<file path="src/rtl/paraleloserial_param.sv">
// Parallel-to-serial shifter: words are loaded on READY edges and sent back to back, with IDLE_WORD filling empty slots.
// Latency: the first bit of a word is on OS one edge after its load. Backpressure: READY only at the last bit or in OFF.
module paraleloserial_param #(
    parameter int              WIDTH     = 10,
    parameter bit              MSB_FIRST = 1'b0,
    parameter logic [WIDTH-1:0] IDLE_WORD = WIDTH'(10'b0101111100)
) (
    input  logic             clk_i,
    input  logic             rst_i,
    input  logic             enable_i,
    input  logic [WIDTH-1:0] d_i,
    input  logic             valid_i,
    output logic             ready_o,
    output logic             os_o,
    output logic             word_start_o,
    output logic             underrun_o
);
    localparam int              CW   = ($clog2(WIDTH) > 1) ? $clog2(WIDTH) : 1;
    localparam logic [CW-1:0]   LAST = CW'(WIDTH - 1);

    typedef enum logic {OFF, RUN} state_e;

    state_e           state_q, state_d;
    logic [CW-1:0]    count_q, count_d;
    logic [WIDTH-1:0] shreg_q, shreg_d;
    logic             word_start_q, word_start_d;
    logic             underrun_q, underrun_d;
    logic             load;

    assign load    = enable_i && (state_q == OFF || count_q == LAST);
    assign ready_o = load && !rst_i;

    always_comb begin
        state_d      = state_q;
        count_d      = count_q;
        shreg_d      = shreg_q;
        word_start_d = 1'b0;
        underrun_d   = 1'b0;
        if (!enable_i) begin
            // Abort wins over any pending load: the partial word is discarded.
            state_d = OFF;
            count_d = '0;
            shreg_d = '0;
        end else if (load) begin
            state_d      = RUN;
            count_d      = '0;
            shreg_d      = valid_i ? d_i : IDLE_WORD;
            word_start_d = 1'b1;
            underrun_d   = (state_q == RUN) && !valid_i;
        end else if (state_q == RUN) begin
            count_d = count_q + CW'(1);
            shreg_d = MSB_FIRST ? {shreg_q[WIDTH-2:0], 1'b0} : {1'b0, shreg_q[WIDTH-1:1]};
        end
    end

    always_ff @(posedge clk_i or posedge rst_i) begin
        if (rst_i) begin
            state_q      <= OFF;
            count_q      <= '0;
            shreg_q      <= '0;
            word_start_q <= 1'b0;
            underrun_q   <= 1'b0;
        end else begin
            state_q      <= state_d;
            count_q      <= count_d;
            shreg_q      <= shreg_d;
            word_start_q <= word_start_d;
            underrun_q   <= underrun_d;
        end
    end

    assign os_o         = MSB_FIRST ? shreg_q[WIDTH-1] : shreg_q[0];
    assign word_start_o = word_start_q;
    assign underrun_o   = underrun_q;
endmodule
</file>
<file path="config.mk">
export PLATFORM = sky130hd
export DESIGN_NAME = paraleloserial_param
export DESIGN_NICKNAME = d
export VERILOG_FILES = /design/src/rtl/paraleloserial_param.sv
export SDC_FILE = /design/constraint.sdc
export NUM_CORES = 1
export LEC_CHECK = 0
export CORE_MARGIN = 5
export CORE_UTILIZATION = 53
export CTS_BUF_LIST = sky130_fd_sc_hd__clkbuf_2
export DETAILED_ROUTE_END_ITERATION = 10
export PLACE_DENSITY = 0.91
export SLEW_MARGIN = 20
export SYNTH_ARGS = -nofsm -noshare
export SYNTH_HDL_FRONTEND = slang
export SYNTH_SLANG_ARGS = --single-unit
</file>
<file path="constraint.sdc">
create_clock -name clk_i -period 2.65 [get_ports clk_i]
set_input_delay 0.6625 -clock clk_i [delete_from_list [all_inputs] [get_ports clk_i]]
set_output_delay 0.6625 -clock clk_i [all_outputs]
set_load 0.005 [all_outputs]
</file>
==> flow_summary.rst, run 1 <==
.. list-table::
   :header-rows: 1

   * - Metric
     - Value
   * - Number of levels the H-tree was split into
     - 1
   * - Cell leakage power
     - between 0.0004 and 0.0005 uW
   * - Buffer cell driving the clock tree root
     - clkbuf_2
   * - HP Class
     - flop to flop
   * - Part of the cycle the worst path needs
     - a little over nine tenths
   * - Mean post-synth cell area
     - ~11 um^2
   * - Number of hold-repair buffers added at the cts stage
     - 0
   * - CTS Buf Count
     - 3
   * - Internal Dissipation
     - 339.4 uW
   * - Worst EP required
     - around 2 ns
   * - P&R area growth vs syn
     - 29.26%
   * - Clock Pin Slew Worst Setup and Hold Paths
     - approximately 0.16 ns
   * - Die Span Y
     - approximately 48 um
   * - Crit Path Category
     - flop to output port
   * - Clk sink count
     - 17
   * - Horiz. Die Dim
     - about 48 um
   * - Number of input and output port buffers inserted
     - 17
   * - Cell taking the most area after synthesis
     - dfrtp_1
   * - Setup TNS Final
     - 0 ns
   * - Cell-by-cell listing of the critical path
     - inv_1 > ha_1 > nand3b_4 > nand2_4 > and3_1 > clkdlybuf4s50_1
   * - Yosys synthesis warning count
     - 0
   * - Worst-case setup slack after placement
     - between 0.2 and 0.25 ns
   * - Psw
     - between 100 and 150 uW
   * - Post-Synthesis Cell Area
     - roughly 750 um^2
   * - Portion of total power attributed to combinational logic
     - a little over an eighth
   * - Post-detail-place hpwl
     - around 1100 um
   * - Status
     - finished, final reports clean
   * - Period minus WS final
     - 2.510 ns
   * - Worst path setup slack after routing
     - ~0.14 ns
   * - Total count of hold-check failures in the final report
     - 0
   * - Total buffers and inverters traversed by the critical path
     - 2
   * - Clock share of power
     - around 25%
   * - Sum of overflow across all layers after global routing
     - 0
   * - CP max-delay cell
     - clkdlybuf4s50_1
   * - Maximum clock path buffer count
     - 2
   * - Crit-path max FO
     - 6
   * - DR vias
     - 573
   * - Overall die area
     - between 2000 and 2500 um^2
   * - Row count
     - 13
   * - Placeable core region
     - between 1000 and 1500 um^2
   * - Syn_nets
     - 85
   * - Worst slack on hold paths
     - 0.5078 ns
   * - Overall global routing resource usage
     - 15.60%
   * - Max Slew Vio Count
     - 0
   * - Number of unique standard cell types used by synthesis
     - 20
   * - Global-route wire length before repair
     - about 2400 um
   * - Final clock skew
     - between 0.006 and 0.007 ns
   * - Gate Count Post-Synth
     - 69
   * - Number of top-level design ports
     - 18
   * - Critical Path End Type
     - output port
   * - Initial antenna violation count
     - 0
   * - Number of max-capacitance violations reported
     - 0
   * - Total power consumption of the routed design
     - approximately 450 uW
   * - Via/cell ratio
     - 5.510
   * - Net Sw Frac
     - between 20% and 30%
   * - Worst-Skew Late Latency
     - between 0.2 and 0.3 ns
   * - GPL Wtd Cong
     - around 0.70
   * - Number of global-route vias before repair
     - approximately 530
   * - Relative slew slack
     - 78.11%
   * - Cell family with the largest share of critical-path delay
     - buffers and inverters
   * - Final nets
     - about 110
   * - Highest clock rate
     - 0.3984 GHz
   * - Pre-Repair DR Iteration Count
     - 5
   * - Most area-consuming cells after synthesis
     - dfrtp_1 (57%), nand4_1 (5.0%), mux2i_1 (4.0%)
   * - Critical Path AT
     - between 1.5 and 2 ns
   * - Register bit total from synthesis
     - 17
   * - Total inserted antenna cells
     - 0
   * - Proportion of synthesized chip area in sequential cells
     - between 50% and 60%
   * - Post-detailed-routing wire length
     - between 1500 and 2000 um
   * - Share of Yosys cell area claimed by the top area cell type
     - a little under three fifths
   * - Largest incremental delay on the critical path
     - a little under 0.5 ns
   * - Number of antenna-violating nets in the routed design
     - 0
   * - TritonCTS clock tree
     - yes
   * - Effective utilization at floorplan
     - 56.79%
   * - Drt drc
     - 0
   * - Proportion of layout cells with a drive suffix above 1
     - roughly an eighth
   * - PwrDens
     - 469.6 nW/um^2
   * - Startpoint Class
     - flop
   * - Maximum number of pins on one net before global-route repair
     - 24
   * - Transition at the pin with the smallest max-transition slack
     - 0.3284 ns
   * - Fraction of power consumed by sequential logic
     - around 60%
   * - Post-detailed-route wirelength per cell
     - around 15 um
   * - Unrepaired setup endpoints after global routing
     - no
   * - Initial drt markers
     - 11
   * - Maximum ir drop on the vdd rail
     - 0.3964 mV
   * - Final setup violation count
     - 0
==> power by group through the flow <==
stage          Sequential, uW  Combinational [uW]  Clock [uW]
3_5_place_dp              282                60.7           0
4_1_cts                   278                60.9         116
2_1_floorplan             280                30.4           0
6_report                  278                60.9         115
3_3_place_gp              282                58.0           0
5_1_grt                   280                67.8         130
==> path summary, 6_finish.rpt <==
check	to	cells after the start	slack [ns]	start
worst max-delay path	ready_o	6	0.14	count_q[1]$_DFFE_PP0P_
worst min-delay path	count_q[0]$_DFFE_PP0P_	1	0.51	count_q[0]$_DFFE_PP0P_
worst max register to register	shreg_q[1]$_DFFE_PP0P_	4	1.38	count_q[0]$_DFFE_PP0P_
worst min register to register	count_q[0]$_DFFE_PP0P_	1	0.51	count_q[0]$_DFFE_PP0P_
max in group asynchronous	shreg_q[6]$_DFFE_PP0P_	3	1.80	rst_i
min in group asynchronous	shreg_q[0]$_DFFE_PP0P_	3	0.67	rst_i
==> cell families after synthesis <==
logic type / count (synthesis) / share of synthesized area [%]
mux: 3 / 4.014
xor+xnor: 2 / 2.342
fa+ha+maj: 2 / 3.344
compound gates: 12 / 8.027
flops: 17 / 56.86
simple gates: 25 / 20.23
buf+inv: 8 / 5.183
==> metal layers <==
metal / track usage, % / wire length (um)
met1: 19.95 / 640
met2: 27.01 / 753
met3: 3.759 / 93
met4: 3.226 / 34
met5: 0 / 0
==> state kept, by name (all words and copies together), names as in the netlist <==
name,count
state_q,1
count_q,4
shreg_q,10
underrun_o,1
word_start_o,1
==> cell usage after synthesis <==
library cell and n:
dfrtp_1 17, nand4_1 6, o21ai_0 6, o21ai_1 6, nand3_1 5, nand2_1 4
nor2_1 4, clkbuf_1 3, inv_1 3, mux2i_1 3, and4_1 2, ha_1 2
and2_1 1, and2_4 1, and3_1 1, buf_2 1, buf_6 1, nand3b_4 1
xnor2_1 1, xor2_1 1
==> metrics by stage <==
step	util, %	area, um^2	cells
finish	73.41	967.2	104
global route	73.41	967.2	104
CTS	71.70	944.7	102
detailed placement	70.18	924.6	98
global placement	70.18	924.6	98
floorplan	-	748.2	69
==> final cells by class <==
cell class	instances	area, um^2
well taps	15	18.77
clock inverters	1	5.005
clock buffers	3	15.01
inverters	3	11.26
flip-flops and latches	17	425.4
multi-input cells	44	291.5
repair buffers	21	200.2
fillers	105	350.3
==> layout by cell type, fill, tap and decap left out <==
master / synthesis / final
dfrtp_1: 17 / 17
clkdlybuf4s50_1: 0 / 17
o21ai_0: 6 / 6
nand4_1: 6 / 6
o21ai_1: 6 / 6
nand3_1: 5 / 5
nor2_1: 4 / 4
buf_4: 0 / 4
inv_1: 3 / 3
nand2_1: 4 / 3
mux2i_1: 3 / 3
clkbuf_2: 0 / 3
and4_1: 2 / 2
ha_1: 2 / 2
nand3b_4: 1 / 1
and2_4: 1 / 1
nand2_4: 0 / 1
and3_1: 1 / 1
and2_1: 1 / 1
xor2_1: 1 / 1
xnor2_1: 1 / 1
clkinv_2: 0 / 1
==> timing repair <==
action,in CTS,in global routing
gates resized for setup,0,2
setup endpoints to repair,0,1
setup buffers,0,2
Note: power is estimated with default switching activity, not from simulation.
==> run 2, diff against run 1 <==
- ABC_AREA: not set -> 1
- HOLD_SLACK_MARGIN: not set -> 0.12
==> run 2 against run 1 <==
  * Via count grew 1.9%
  * Worst hold slack lost 0.035 ns
  * Clock power grew 9%
  * Core utilization grew 0.63 points
  * Critical path depth shrank 2
  * Synthesized cell count grew 10%
  * Clock skew grew 0.0074 ns
  * Cell count grew 9.6%
  * Wire length grew 3.0%
  * Sequential cell count is the same
  * Largest cell class unchanged
  * Combinational power grew 6.7%
  * First-iteration DRC count grew 27%
==> flow_summary.rst, run 2 <==
.. list-table::
   :header-rows: 1

   * - Metric
     - Value
   * - Flip-flop count of the largest register, all copies and words added
     - 10
   * - Final clock skew
     - roughly 0.014 ns
   * - PwrDens
     - between 400 and 500 nW/um^2
   * - Share of synthesized registers carrying an async set or reset
     - between 90% and 100%
   * - Number of input and output port buffers inserted
     - 17
   * - CP max-delay cell
     - clkdlybuf4s50_1
   * - Row count
     - 13
   * - Final setup violation count
     - 0
   * - Post-route non-filler standard cell count
     - 114
   * - Cell-by-cell listing of the critical path
     - clkdlybuf4s50_1 > nand2_4 > nor2_1 > clkdlybuf4s50_1
   * - Global-route wire length before repair
     - around 2400 um
   * - Critical Path AT
     - ~1.9 ns
   * - Gate Count Post-Synth
     - between 70 and 80
   * - Mean post-synth cell area
     - 9.631 um^2
   * - Worst-Skew Late Latency
     - between 0.3 and 0.4 ns
   * - Share of Yosys cell area claimed by the top area cell type
     - between 50% and 60%
   * - Proportion of layout cells with a drive suffix above 1
     - 14.14%
   * - Crit Path Category
     - input pin to output port
   * - Number of levels the H-tree was split into
     - 1
   * - Number of antenna-violating nets in the routed design
     - 0
   * - Maximum number of pins on one net before global-route repair
     - 18
   * - Relative slew slack
     - 57.32%
   * - Via/cell ratio
     - about 5.1
   * - Area fraction in compound gates after synthesis
     - between 4 and 5%
   * - Share of synthesized cell area in full adder, half adder and majority cells
     - under 10%
   * - Yosys synthesis warning count
     - 0
   * - Number of unique standard cell types used by synthesis
     - 17
   * - Highest clock rate
     - around 0.40 GHz
   * - Period minus WS final
     - 2.522 ns
   * - Detail Route met3 WL
     - just over 80 um
   * - Clk sink count
     - 17
   * - Highest Signal Layer
     - met4
   * - Number of flops mapped to enable cells by yosys
     - 0
   * - Multiplexer fraction of the synthesized cell area
     - 0%
   * - TritonCTS clock tree
     - yes
   * - Effective utilization at floorplan
     - approximately 56%
   * - Simple-gate share of the synthesized area
     - about 26%
   * - M1 wire length
     - 652 um
   * - DR vias
     - 584
   * - Total power consumption of the routed design
     - approximately 470 uW
   * - Proportion of synthesized chip area in sequential cells
     - 58.12%
   * - Crit-path max FO
     - 6
   * - Horiz. Die Dim
     - 47.16 um
   * - Largest registers
     - shreg_q x10, count_q x4
   * - Post-detailed-route wirelength per cell
     - roughly 14 um
   * - Placeable core region
     - between 1000 and 1500 um^2
   * - Overall global routing resource usage
     - about 16%
   * - Sum of overflow across all layers after global routing
     - 0
   * - Max Slew Vio Count
     - 0
   * - Cell count after placement
     - 107
   * - Top post-synthesis cells by count
     - nand2_1 (22), dfrtp_1 (17), nor2_1 (9)
   * - Post-detail-place hpwl
     - roughly 1100 um
   * - DR WL met2
     - 808 um
   * - Synthesized-area fraction occupied by xor and xnor cells
     - around 2.4%
   * - CTS Buf Count
     - 3
   * - Cell taking the most area after synthesis
     - dfrtp_1
   * - Number of top-level design ports
     - 18
   * - Drt drc
     - 0
   * - Transition at the pin with the smallest max-transition slack
     - around 0.64 ns
   * - Clock Pin Slew Worst Setup and Hold Paths
     - ~0.19 ns
   * - Largest incremental delay on the critical path
     - between 0.5 and 0.6 ns
   * - Part of the cycle the worst path needs
     - a little over nine tenths
   * - Number of global-route vias before repair
     - between 500 and 600
   * - Initial antenna violation count
     - 0
   * - Setup TNS Final
     - 0 ns
   * - Worst EP required
     - just under 2 ns
   * - Critical Path End Type
     - output port
   * - Buffer cell driving the clock tree root
     - clkbuf_2
   * - Most used DFF post-synth
     - dfrtp_1
   * - Total inserted antenna cells
     - 0
   * - Register bit total from synthesis
     - 17
   * - GPL Wtd Cong
     - approximately 0.73
   * - Status
     - finished, final reports clean
   * - Startpoint Class
     - input pin
   * - Most frequent cell after synthesis
     - nand2_1
   * - Final nets
     - about 120
   * - P&R area growth vs syn
     - 31.62%
   * - Largest register by flop count
     - shreg_q
   * - HP Class
     - flop to flop
   * - Commonest non-fill, non-tap cells in the layout
     - nand2_1 (22), dfrtp_1 (17), clkdlybuf4s50_1 (17)
   * - Maximum clock path buffer count
     - 2
   * - Maximum ir drop on the vdd rail
     - roughly 0.34 mV
   * - Post-detailed-routing wire length
     - 1566 um
   * - Unrepaired setup endpoints after global routing
     - no
   * - Post-Synthesis Cell Area
     - ~730 um^2
   * - Cell leakage power
     - slightly below 0.0005 uW
   * - Die Span Y
     - about 47 um
   * - Initial drt markers
     - 14
   * - Library cell appearing most often on the critical path
     - clkdlybuf4s50_1
   * - Overall die area
     - between 2000 and 2500 um^2
   * - Pre-Repair DR Iteration Count
     - 4
   * - Total buffers and inverters traversed by the critical path
     - 2
   * - Cell family with the largest share of critical-path delay
     - buffers and inverters
   * - Main combinational cell family by area after synthesis
     - simple AND/OR/NAND/NOR gates
   * - Number of max-capacitance violations reported
     - 0
   * - Syn_nets
     - a little over 90
   * - Total count of hold-check failures in the final report
     - 0
   * - Most area-consuming cells after synthesis
     - dfrtp_1 (58%), nand2_1 (11%), nor2_1 (4.6%)
   * - Commonest non-fill, non-tap cell in the layout
     - nand2_1
run 2: cell types whose count changed after synthesis, sizes merged, moves of 2 or more:
cell    before  now
nand2        4   24
o21ai       12    0
nor2         4    9
inv          3    7
o211ai       0    4
mux2i        3    0
nand4        6    3
and2         2    0
and4         2    0
clkbuf       3    1
run 2: worst register-to-register path, delay by kind of cell (launching register included):
family	cells	cell delay [ns]
flip-flops	1	0.44
AND/OR/NAND/NOR	4	0.43
adder cells (fa/ha/maj)	1	0.14
buffers and inverters	2	0.21
run 2: final timing paths:
check / cells past startpoint / endpoint / start / slack [ns]
max: 4 / ready_o / enable_i / 0.13
min: 2 / shreg_q[4]$_DFFE_PP0P_ / shreg_q[5]$_DFFE_PP0P_ / 0.47
max reg2reg: 7 / shreg_q[6]$_DFFE_PP0P_ / count_q[1]$_DFFE_PP0P_ / 1.34
min reg2reg: 2 / shreg_q[4]$_DFFE_PP0P_ / shreg_q[5]$_DFFE_PP0P_ / 0.47
max in group asynchronous: 2 / shreg_q[5]$_DFFE_PP0P_ / rst_i / 1.51
min in group asynchronous: 2 / count_q[0]$_DFFE_PP0P_ / rst_i / 0.72
run 2: cell type report:
type / count / area [um^2]
clock buffer: 3 / 15.01
clock inverter: 1 / 7.507
tap: 15 / 18.77
fill: 88 / 337.8
sequential: 17 / 425.4
inverter: 8 / 31.28
timing repair buffer: 21 / 200.2
multi-input combinational: 49 / 265.3
run 2: power breakdown:
group	internal (uW)	total [uW]	switching (uW)
logic	33.6	65.0	31.4
clock network	35.2	125	90.2
registers	272	278	5.58
total	341	468	127
run 2: stage by stage:
stage                     hold slack (ns)  setup slack (ns)  instance area [um^2]  utilization [%]
final                              0.4723            0.1277                 963.4            74.04
after detailed placement           0.4394            0.1192                 913.4            70.19
after CTS                          0.4735           0.05607                 940.9            72.31
after floorplan                    0.4255            0.9916                 732.0                -
after global placement             0.4280            0.1296                 913.4            70.19
after global routing               0.5041         0.0001743                 963.4            74.04
run 2: cells by family after synthesis:
| family | count (synthesis) |
|---|---|
| simple gates | 41 |
| fa+ha+maj | 2 |
| xor+xnor | 2 |
| buf+inv | 10 |
| compound gates | 4 |
| flops | 17 |
run 2: layer usage:
layer / up-vias / global-route usage, %
met4: 0 / 8.287
met5: - / 0
met2: 17 / 26.83
li1: 284 / -
met1: 281 / 20.05
met3: 2 / 3.448
run 2: timing repair:
item	CTS	global route
pin swaps	0	2
setup endpoints to repair	1	1
buffers inserted	0	3
gates resized for setup	1	0
hold buffers	0	0
